==> src/rtl/handshake_constant_table.sv <==
// Constant source: each accepted control token emits one table entry (fixed or round-robin).
// Latency 1 cycle; output register plus skid register sustain one token per cycle.
// Backpressure: up to two tokens buffered; ctrl_ready comes from registered state only.
module handshake_constant_table #(
    parameter int DATA_WIDTH = 18,
    parameter int DEPTH      = 4,
    parameter logic [DEPTH*DATA_WIDTH-1:0] TABLE = {18'h20000, 18'h1FFFF, 18'h00001, 18'h3FE23},
    parameter int MODE       = 1
) (
    input  logic                  clk,
    input  logic                  rst,
    input  logic                  ctrl_valid,
    output logic                  ctrl_ready,
    output logic [DATA_WIDTH-1:0] outs,
    output logic                  outs_valid,
    input  logic                  outs_ready
);

    localparam int IDX_W = (DEPTH > 1) ? $clog2(DEPTH) : 1;

    logic [IDX_W-1:0]      idx;
    logic                  out_v;
    logic [DATA_WIDTH-1:0] out_d;
    logic                  sk_v;
    logic [DATA_WIDTH-1:0] sk_d;
    logic [DATA_WIDTH-1:0] entries [DEPTH];
    logic [DATA_WIDTH-1:0] tok_d;
    logic                  accept;
    logic                  fire;

    for (genvar gi = 0; gi < DEPTH; gi++) begin : g_entries
        assign entries[gi] = TABLE[gi*DATA_WIDTH +: DATA_WIDTH];
    end

    assign tok_d      = (MODE != 0) ? entries[idx] : entries[0];
    assign ctrl_ready = ~rst & ~sk_v;
    assign accept     = ctrl_valid & ctrl_ready;
    assign fire       = out_v & outs_ready;
    assign outs       = out_d;
    assign outs_valid = out_v;

    always_ff @(posedge clk) begin
        if (rst) begin
            idx   <= '0;
            out_v <= 1'b0;
            out_d <= '0;
            sk_v  <= 1'b0;
            sk_d  <= '0;
        end else begin
            if (accept && MODE != 0 && DEPTH > 1) begin
                idx <= (idx == IDX_W'(DEPTH - 1)) ? '0 : idx + 1'b1;
            end
            // A full skid implies a full output slot and ctrl_ready low, so no accept here.
            if (sk_v) begin
                if (fire) begin
                    out_d <= sk_d;
                    sk_v  <= 1'b0;
                end
            end else if (!out_v || fire) begin
                if (accept) begin
                    out_v <= 1'b1;
                    out_d <= tok_d;
                end else if (fire) begin
                    out_v <= 1'b0;
                end
            end else if (accept) begin
                sk_v <= 1'b1;
                sk_d <= tok_d;
            end
        end
    end

endmodule

==> config.mk <==
export PLATFORM = sky130hd
export DESIGN_NAME = handshake_constant_table
export DESIGN_NICKNAME = d
export VERILOG_FILES = /design/src/rtl/handshake_constant_table.sv
export SDC_FILE = /design/constraint.sdc
export NUM_CORES = 1
export LEC_CHECK = 0
export ABC_AREA = 1
export BUFFER_PORTS_ARGS = -buffer_cell sky130_fd_sc_hd__clkbuf_2
export CAP_MARGIN = 15
export CORE_UTILIZATION = 52
export CTS_CLUSTER_SIZE = 24
export DETAILED_ROUTE_END_ITERATION = 8
export PLACE_DENSITY = 0.82
export SETUP_SLACK_MARGIN = 0.5
export SYNTH_ARGS = -nofsm -noshare
export SYNTH_HDL_FRONTEND = slang
export SYNTH_SLANG_ARGS = --single-unit
==> constraint.sdc <==
create_clock -name clk -period 1.7 [get_ports clk]
set_input_delay 0 -clock clk [delete_from_list [all_inputs] [get_ports clk]]
set_output_delay 0 -clock clk [all_outputs]
set_load 0.1 [all_outputs]
==> run metrics, run 1 <==
most instantiated library cell after synthesis sky130_fd_sc_hd__nor2_1; combined area of all synthesized cells 730.7 um2; Worst Hold Depth 3; Antenna Nets Post-Route 0; clock transition time at the flip-flop clock pins of the worst setup and hold paths 0.08 ns; GRT overflow 0; effective utilization at floorplan 56.15%; portion of synthesized cell area occupied by the leading cell type 32.88%; root buf cell sky130_fd_sc_hd__clkbuf_4; Crit Path Category flip-flop to flip-flop; cell types with the highest counts after synthesis sky130_fd_sc_hd__nor2_1, sky130_fd_sc_hd__nand2_1, sky130_fd_sc_hd__buf_4, sky130_fd_sc_hd__inv_1, sky130_fd_sc_hd__dfxtp_1; leakage power summed over all cells 0.0004253 uW; Max-slew headroom 64.15%; share of flip-flops with an asynchronous set or reset 0%; filler instances 127; summed negative setup slack over all endpoints 0 ns; Gate Count Post-Synth 102; final-report hold violation count 0; flip-flop and latch count after synthesis 12; number of buffers created by CTS 3; horizontal die dimension 39.49 um; Post-synth EDFFs 0; post-synthesis net count 109; fraction of the yosys area taken by sequential cells 32.88%; largest net degree at the start of global routing 13; Final Net Count 121; detailed-placement wirelength estimate 994.5 um; required time at the worst-slack endpoint 1.87 ns; CP max FO 12; Die Footprint 1559 um2; MaxCap Viol Count 0; RSZ-0062 raised after global routing yes; number of buffers on the longest clock path 2; Worst-Margin Slew 0.5401 ns; average via count per standard cell 4.750; core area 1301 um2; P&R area growth vs syn 10.45%; Peak VDD IR 617.5 uV; arrival time of data at the critical path endpoint 1.30 ns; number of vias in the routed layout 608; deepest level of the CTS H-tree 1; proportion of layout cells with a drive suffix above 1 36.28%; Row Count 13; Max Freq 0.8854 GHz; Setup Skew 0.006541 ns; minimum clock period 1.129 ns; sink count of the clock tree 12; Critical Path Start Type flip-flop; WL per Instance 10.30 um; via count of the first global-routing pass 462; Ant. Diodes 0; Pwr Total 1016 uW; worst slack, placed 0.5416 ns; detailed-route wire length 1.319 mm; global routing usage summed across all routing layers 19.18%; first-pass GRT wire length 1.925 mm; detailed-router iteration count before antenna repair 4; I/O pin cnt 24; post-route core utilization 62.02%; CTS tree built; die height 39.49 um; worst setup margin 0.5706 ns; synthesized area per cell 7.164 um2; total power per unit cell area 1259 nW/um2; Setup-failing EPs final 0; biggest area contributors in the synthesized netlist sky130_fd_sc_hd__dfxtp_1, sky130_fd_sc_hd__buf_4, sky130_fd_sc_hd__nor2_1; clock network latency to the later pin of the worst-skew pair 0.28 ns; final max-slew violation count 0; Yosys cell types 19; cell taking the most area after synthesis sky130_fd_sc_hd__dfxtp_1; outcome complete, no violations; antenna violations before repair 0; post-CTS setup-driven buffer insertion count 0; ratio of final minimum period to clock period 66.44%; CP endpoint kind flip-flop; number of DRC violations after detailed routing 0; initial DRC count 11; Post-synth top flop sky130_fd_sc_hd__dfxtp_1; class of the tightest hold or removal check input port to flip-flop; reg2reg path depth 4; number of port buffers 23; final RePlAce weighted congestion 0.8994; count of synthesis-stage warnings from yosys 0; worst hold slack 0.01552 ns
## power by group
group / internal, uW / total, uW / switching (uW)
Combinational: 72.2 / 461 / 389
Sequential: 302 / 323 / 21.1
Clock: 130 / 231 / 101
## layout by cell type (no fill, tap or decap)
| master | synthesis | final |
|---|---|---|
| sky130_fd_sc_hd__a21oi_1 | 3 | 3 |
| sky130_fd_sc_hd__buf_2 | 0 | 10 |
| sky130_fd_sc_hd__clkbuf_2 | 0 | 12 |
| sky130_fd_sc_hd__clkbuf_4 | 0 | 3 |
| sky130_fd_sc_hd__clkbuf_8 | 0 | 2 |
| sky130_fd_sc_hd__clkinv_1 | 2 | 2 |
| sky130_fd_sc_hd__dfxtp_1 | 12 | 6 |
| sky130_fd_sc_hd__dfxtp_2 | 0 | 4 |
| sky130_fd_sc_hd__dfxtp_4 | 0 | 2 |
| sky130_fd_sc_hd__ha_1 | 3 | 2 |
| sky130_fd_sc_hd__ha_2 | 0 | 1 |
| sky130_fd_sc_hd__inv_1 | 13 | 13 |
| sky130_fd_sc_hd__nand2_1 | 15 | 14 |
| sky130_fd_sc_hd__nand2_2 | 0 | 1 |
| sky130_fd_sc_hd__nand2_4 | 1 | 1 |
| sky130_fd_sc_hd__nand3_1 | 3 | 3 |
| sky130_fd_sc_hd__nand3_2 | 1 | 1 |
| sky130_fd_sc_hd__nor2_1 | 22 | 21 |
| sky130_fd_sc_hd__nor2_2 | 1 | 1 |
| sky130_fd_sc_hd__nor2_4 | 0 | 1 |
| sky130_fd_sc_hd__o211ai_1 | 1 | 1 |
| sky130_fd_sc_hd__o21ai_0 | 1 | 1 |
| sky130_fd_sc_hd__o21ai_1 | 4 | 4 |
| sky130_fd_sc_hd__o21ai_2 | 1 | 1 |
| sky130_fd_sc_hd__o21bai_4 | 1 | 1 |
| sky130_fd_sc_hd__o22ai_1 | 2 | 2 |
## per-stage QoR
step / instance area, um2 / std cells
final: 807.0 / 128
after global routing: 807.0 / 128
after CTS: 797.0 / 128
after detailed placement: 752.0 / 124
after global placement: 752.0 / 124
after floorplan: 745.7 / 102
## worst paths after layout
path           endpoint  slack (ns)       start
max             outs[0]        0.57        sk_v
min          outs_valid        0.02  ctrl_valid
min reg2reg    sk_d[17]        0.49    sk_d[17]
max reg2reg     outs[0]        0.57        sk_v
## cell type report
type	instances	area (um2)	share of cell area, %
Sequential cell	12	252.7	31.32
Timing Repair Buffer	23	123.9	15.35
Clock buffer	4	36.28	4.496
Multi-Input combinational cell	59	319.1	39.53
Inverter	15	56.30	6.977
Tap cell	15	18.77	2.326
## state kept, by name, summed over array words and instances (netlist names)
| register | cells |
|---|---|
| sk_d | 4 |
| idx | 2 |
| sk_v | 1 |
| outs_valid | 1 |
| outs | 4 |
## metal layers
layer	track usage (%)	part of all wire [%]
met1	22.11	43
met2	31.56	49
met3	3.409	5.4
met4	12.93	2.6
met5	0	0
## critical path, cell delays in order, from the launching register on
cell and delay, ns:
sky130_fd_sc_hd__dfxtp_4 0.40, sky130_fd_sc_hd__o21ai_2 0.36, sky130_fd_sc_hd__nand3_1 0.13, sky130_fd_sc_hd__nand2_1 0.07, sky130_fd_sc_hd__nor2_1 0.05
## kinds of logic after synthesis
group,synth area share (%)
simple gates,24.83
buf+inv,25.17
compound gates,11.99
flops,32.88
fa+ha+maj,5.138
## repair_timing
action                                  4_1_cts  5_1_grt
endpoints found under the setup margin        1       17
pin swaps                                     0        1
hold endpoints to repair                      0        0
hold buffers                                  0        0
gates resized for setup                       2       15
(Power assumes the default switching activity.)
==> run 2: changes to the inputs <==
--- a/config.mk
+++ b/config.mk
@@ -8,10 +8,10 @@
 export ABC_AREA = 1
 export BUFFER_PORTS_ARGS = -buffer_cell sky130_fd_sc_hd__clkbuf_2
 export CAP_MARGIN = 15
-export CORE_UTILIZATION = 52
+export CORE_UTILIZATION = 48
 export CTS_CLUSTER_SIZE = 24
 export DETAILED_ROUTE_END_ITERATION = 8
-export PLACE_DENSITY = 0.82
+export PLACE_DENSITY = 0.76
 export SETUP_SLACK_MARGIN = 0.5
 export SYNTH_ARGS = -nofsm -noshare
 export SYNTH_HDL_FRONTEND = slang
==> constraint.sdc (replaced) <==
create_clock -name clk -period 1.1 [get_ports clk]
set_input_delay 0 -clock clk [delete_from_list [all_inputs] [get_ports clk]]
set_output_delay 0 -clock clk [all_outputs]
set_load 0.1 [all_outputs]
==> run 2 against run 1 <==
Net effect: largest power group unchanged; sequential cell count stayed put; sequential share of layout area is 11 points lower; final cell count is 8.6% higher; global-route usage is 13 points higher; the run now ends with negative setup slack left; critical endpoint is now outs[4]; routed wire length is 88% higher; sequential power is 60% higher; worst setup slack worse by 0.69 ns; clock power is 58% higher; clock-buffer cell count stayed put; highest routed layer unchanged.
==> run metrics, run 2 (synthesized netlist as in run 1, its figures left out) <==
outcome finished with violations; failing checks negative setup slack; maximum cell stage delay along the critical path 0.33 ns; sink count of the clock tree 12; library cell contributing the largest single delay on the critical path sky130_fd_sc_hd__dfxtp_2; number of port buffers 23; proportion of layout cells with a drive suffix above 1 56.45%; Switching Share 46.12%; Hold Buf Count CTS 0; most frequent cells in the layout sky130_fd_sc_hd__buf_12, sky130_fd_sc_hd__nor2_1, sky130_fd_sc_hd__nand2_1, sky130_fd_sc_hd__inv_1, sky130_fd_sc_hd__nor2_2; critical path's most frequent cell sky130_fd_sc_hd__nor2_1; MaxCap Viol Count 0; effective utilization at floorplan 54.12%; root buf cell sky130_fd_sc_hd__clkbuf_4; combinational share of power 55.5%; arrival time of data at the critical path endpoint 1.44 ns; Setup Skew 0.0004597 ns; horizontal die dimension 41.02 um; post-route core utilization 95.64%; summed negative setup slack over all endpoints -0.2273 ns; CP max FO 3; launch instance of the worst register-to-register path idx[0]; final-report hold violation count 0; final RePlAce weighted congestion 0.7702; hold path startpoint ctrl_valid; reg2reg path depth 8; Worst-Margin Slew 0.3526 ns; net switching power 914.7 uW; Int Pwr 1069 uW; relative contribution of sequential cells to total power 26.1%; Antenna Nets Post-Route 0; largest net degree at the start of global routing 12; number of buffers on the longest clock path 2; worst setup margin -0.1215 ns; Critical Path Start Type flip-flop; Max Freq 0.8187 GHz; required time at the worst-slack endpoint 1.32 ns; RSZ-0062 raised after global routing yes; Crit Path Category flip-flop to flip-flop; detailed-router iteration count before antenna repair 4; Pwr Total 1983 uW; global routing usage summed across all routing layers 32.02%; Die Footprint 1682 um2; antenna violations before repair 0; core area 1350 um2; clock network latency to the later pin of the worst-skew pair 0.28 ns; GRT overflow 0; ratio of final minimum period to clock period 111.0%; die height 41.02 um; initial DRC count 16; average via count per standard cell 5.281; P&R area growth vs syn 76.71%; detailed-route wire length 2.479 mm; WL per Instance 17.83 um; most common cell after layout, fill and taps aside sky130_fd_sc_hd__buf_12; via count of the first global-routing pass 699; critical path, cell by cell inv_2, ha_2, inv_1, nor2_1, nor2_1, nand3_1, nand2_1, nor2_1; CP endpoint kind flip-flop; Worst Hold Depth 3; number of vias in the routed layout 734; class of the tightest hold or removal check input port to flip-flop; total power per unit cell area 1536 nW/um2; minimum clock period 1.221 ns; number of DRC violations after detailed routing 0; I/O pin cnt 24; worst slack, placed -0.08684 ns; clock transition time at the flip-flop clock pins of the worst setup and hold paths 0.08 ns; filler instances 32; Row Count 13; detailed-placement wirelength estimate 1.197 mm; Max-slew headroom 76.47%; Setup-failing EPs final 5; first-pass GRT wire length 3.263 mm; worst hold slack 0.02455 ns; final max-slew violation count 0; CTS tree built; R2R Path End outs[4]; worst setup slack for register-to-register paths -0.12 ns; deepest level of the CTS H-tree 1; Clk pwr share 18.4%; leakage power summed over all cells 0.0005828 uW; Final Net Count 132; number of buffers created by CTS 3; Peak VDD IR 1301 uV; Ant. Diodes 0; end of the worst hold path outs_valid
[run 2: cell types whose count changed in the layout (fill, tap and decap cells not counted), sizes merged]
cell	before	now
inv	13	14
clkinv	2	1
clkbuf	17	8
buf	10	30
[run 2: power groups by stage]
stage	Sequential, uW	Clock (uW)	Combinational, uW
global route	519	382	1140
global placement	517	0	951
detailed placement	521	0	967
floorplan	646	0	677
finish	517	366	1100
CTS	510	359	1040
[run 2: layout make-up]
class,count,area [um2],area share (%)
Multi-Input combinational cell,59,355.3,27.52
Sequential cell,12,265.3,20.54
Clock buffer,4,36.28,2.810
Inverter,15,57.56,4.457
Timing Repair Buffer,34,558.0,43.22
Tap cell,15,18.77,1.453
[run 2: critical path, delay by kind of cell (launching register included)]
family	cells	cell delay [ns]
buffers and inverters	2	0.15
adder cells (fa/ha/maj)	1	0.22
AND/OR/NAND/NOR	5	0.44
flip-flops	1	0.33
[run 2: worst max path at each step]
stage               startpoint  endpoint  cells past startpoint
floorplan                 sk_v   sk_d[0]                      4
global placement        idx[1]  outs[17]                      7
detailed placement      idx[0]   outs[5]                      6
CTS                     idx[0]   outs[4]                      8
global route            idx[0]   outs[4]                      8
finish                  idx[0]   outs[4]                      8
[run 2: repair_timing]
item | CTS | global route
resized for setup | 19 | 11
cloned | 1 | 1
pin swaps | 11 | 4
buffers inserted | 4 | 1
setup endpoints to repair | 32 | 32
[run 2: layer usage]
| layer | up-vias | global-route usage (%) | wire length [um] | share of wire (%) |
|---|---|---|---|---|
| li1 | 343 | - | - | - |
| met1 | 347 | 33.00 | 923 | 37 |
| met2 | 31 | 56.64 | 1342 | 54 |
| met3 | 13 | 5.435 | 111 | 4.5 |
| met4 | 0 | 24.17 | 101 | 4.1 |
| met5 | - | 0 | 0 | 0 |
[run 2: per-stage QoR]
stage / instance area (um2) / instances
after floorplan: 933.4 / 102
after global placement: 1107 / 128
after detailed placement: 1107 / 128
after CTS: 1229 / 137
after global routing: 1291 / 139
final: 1291 / 139
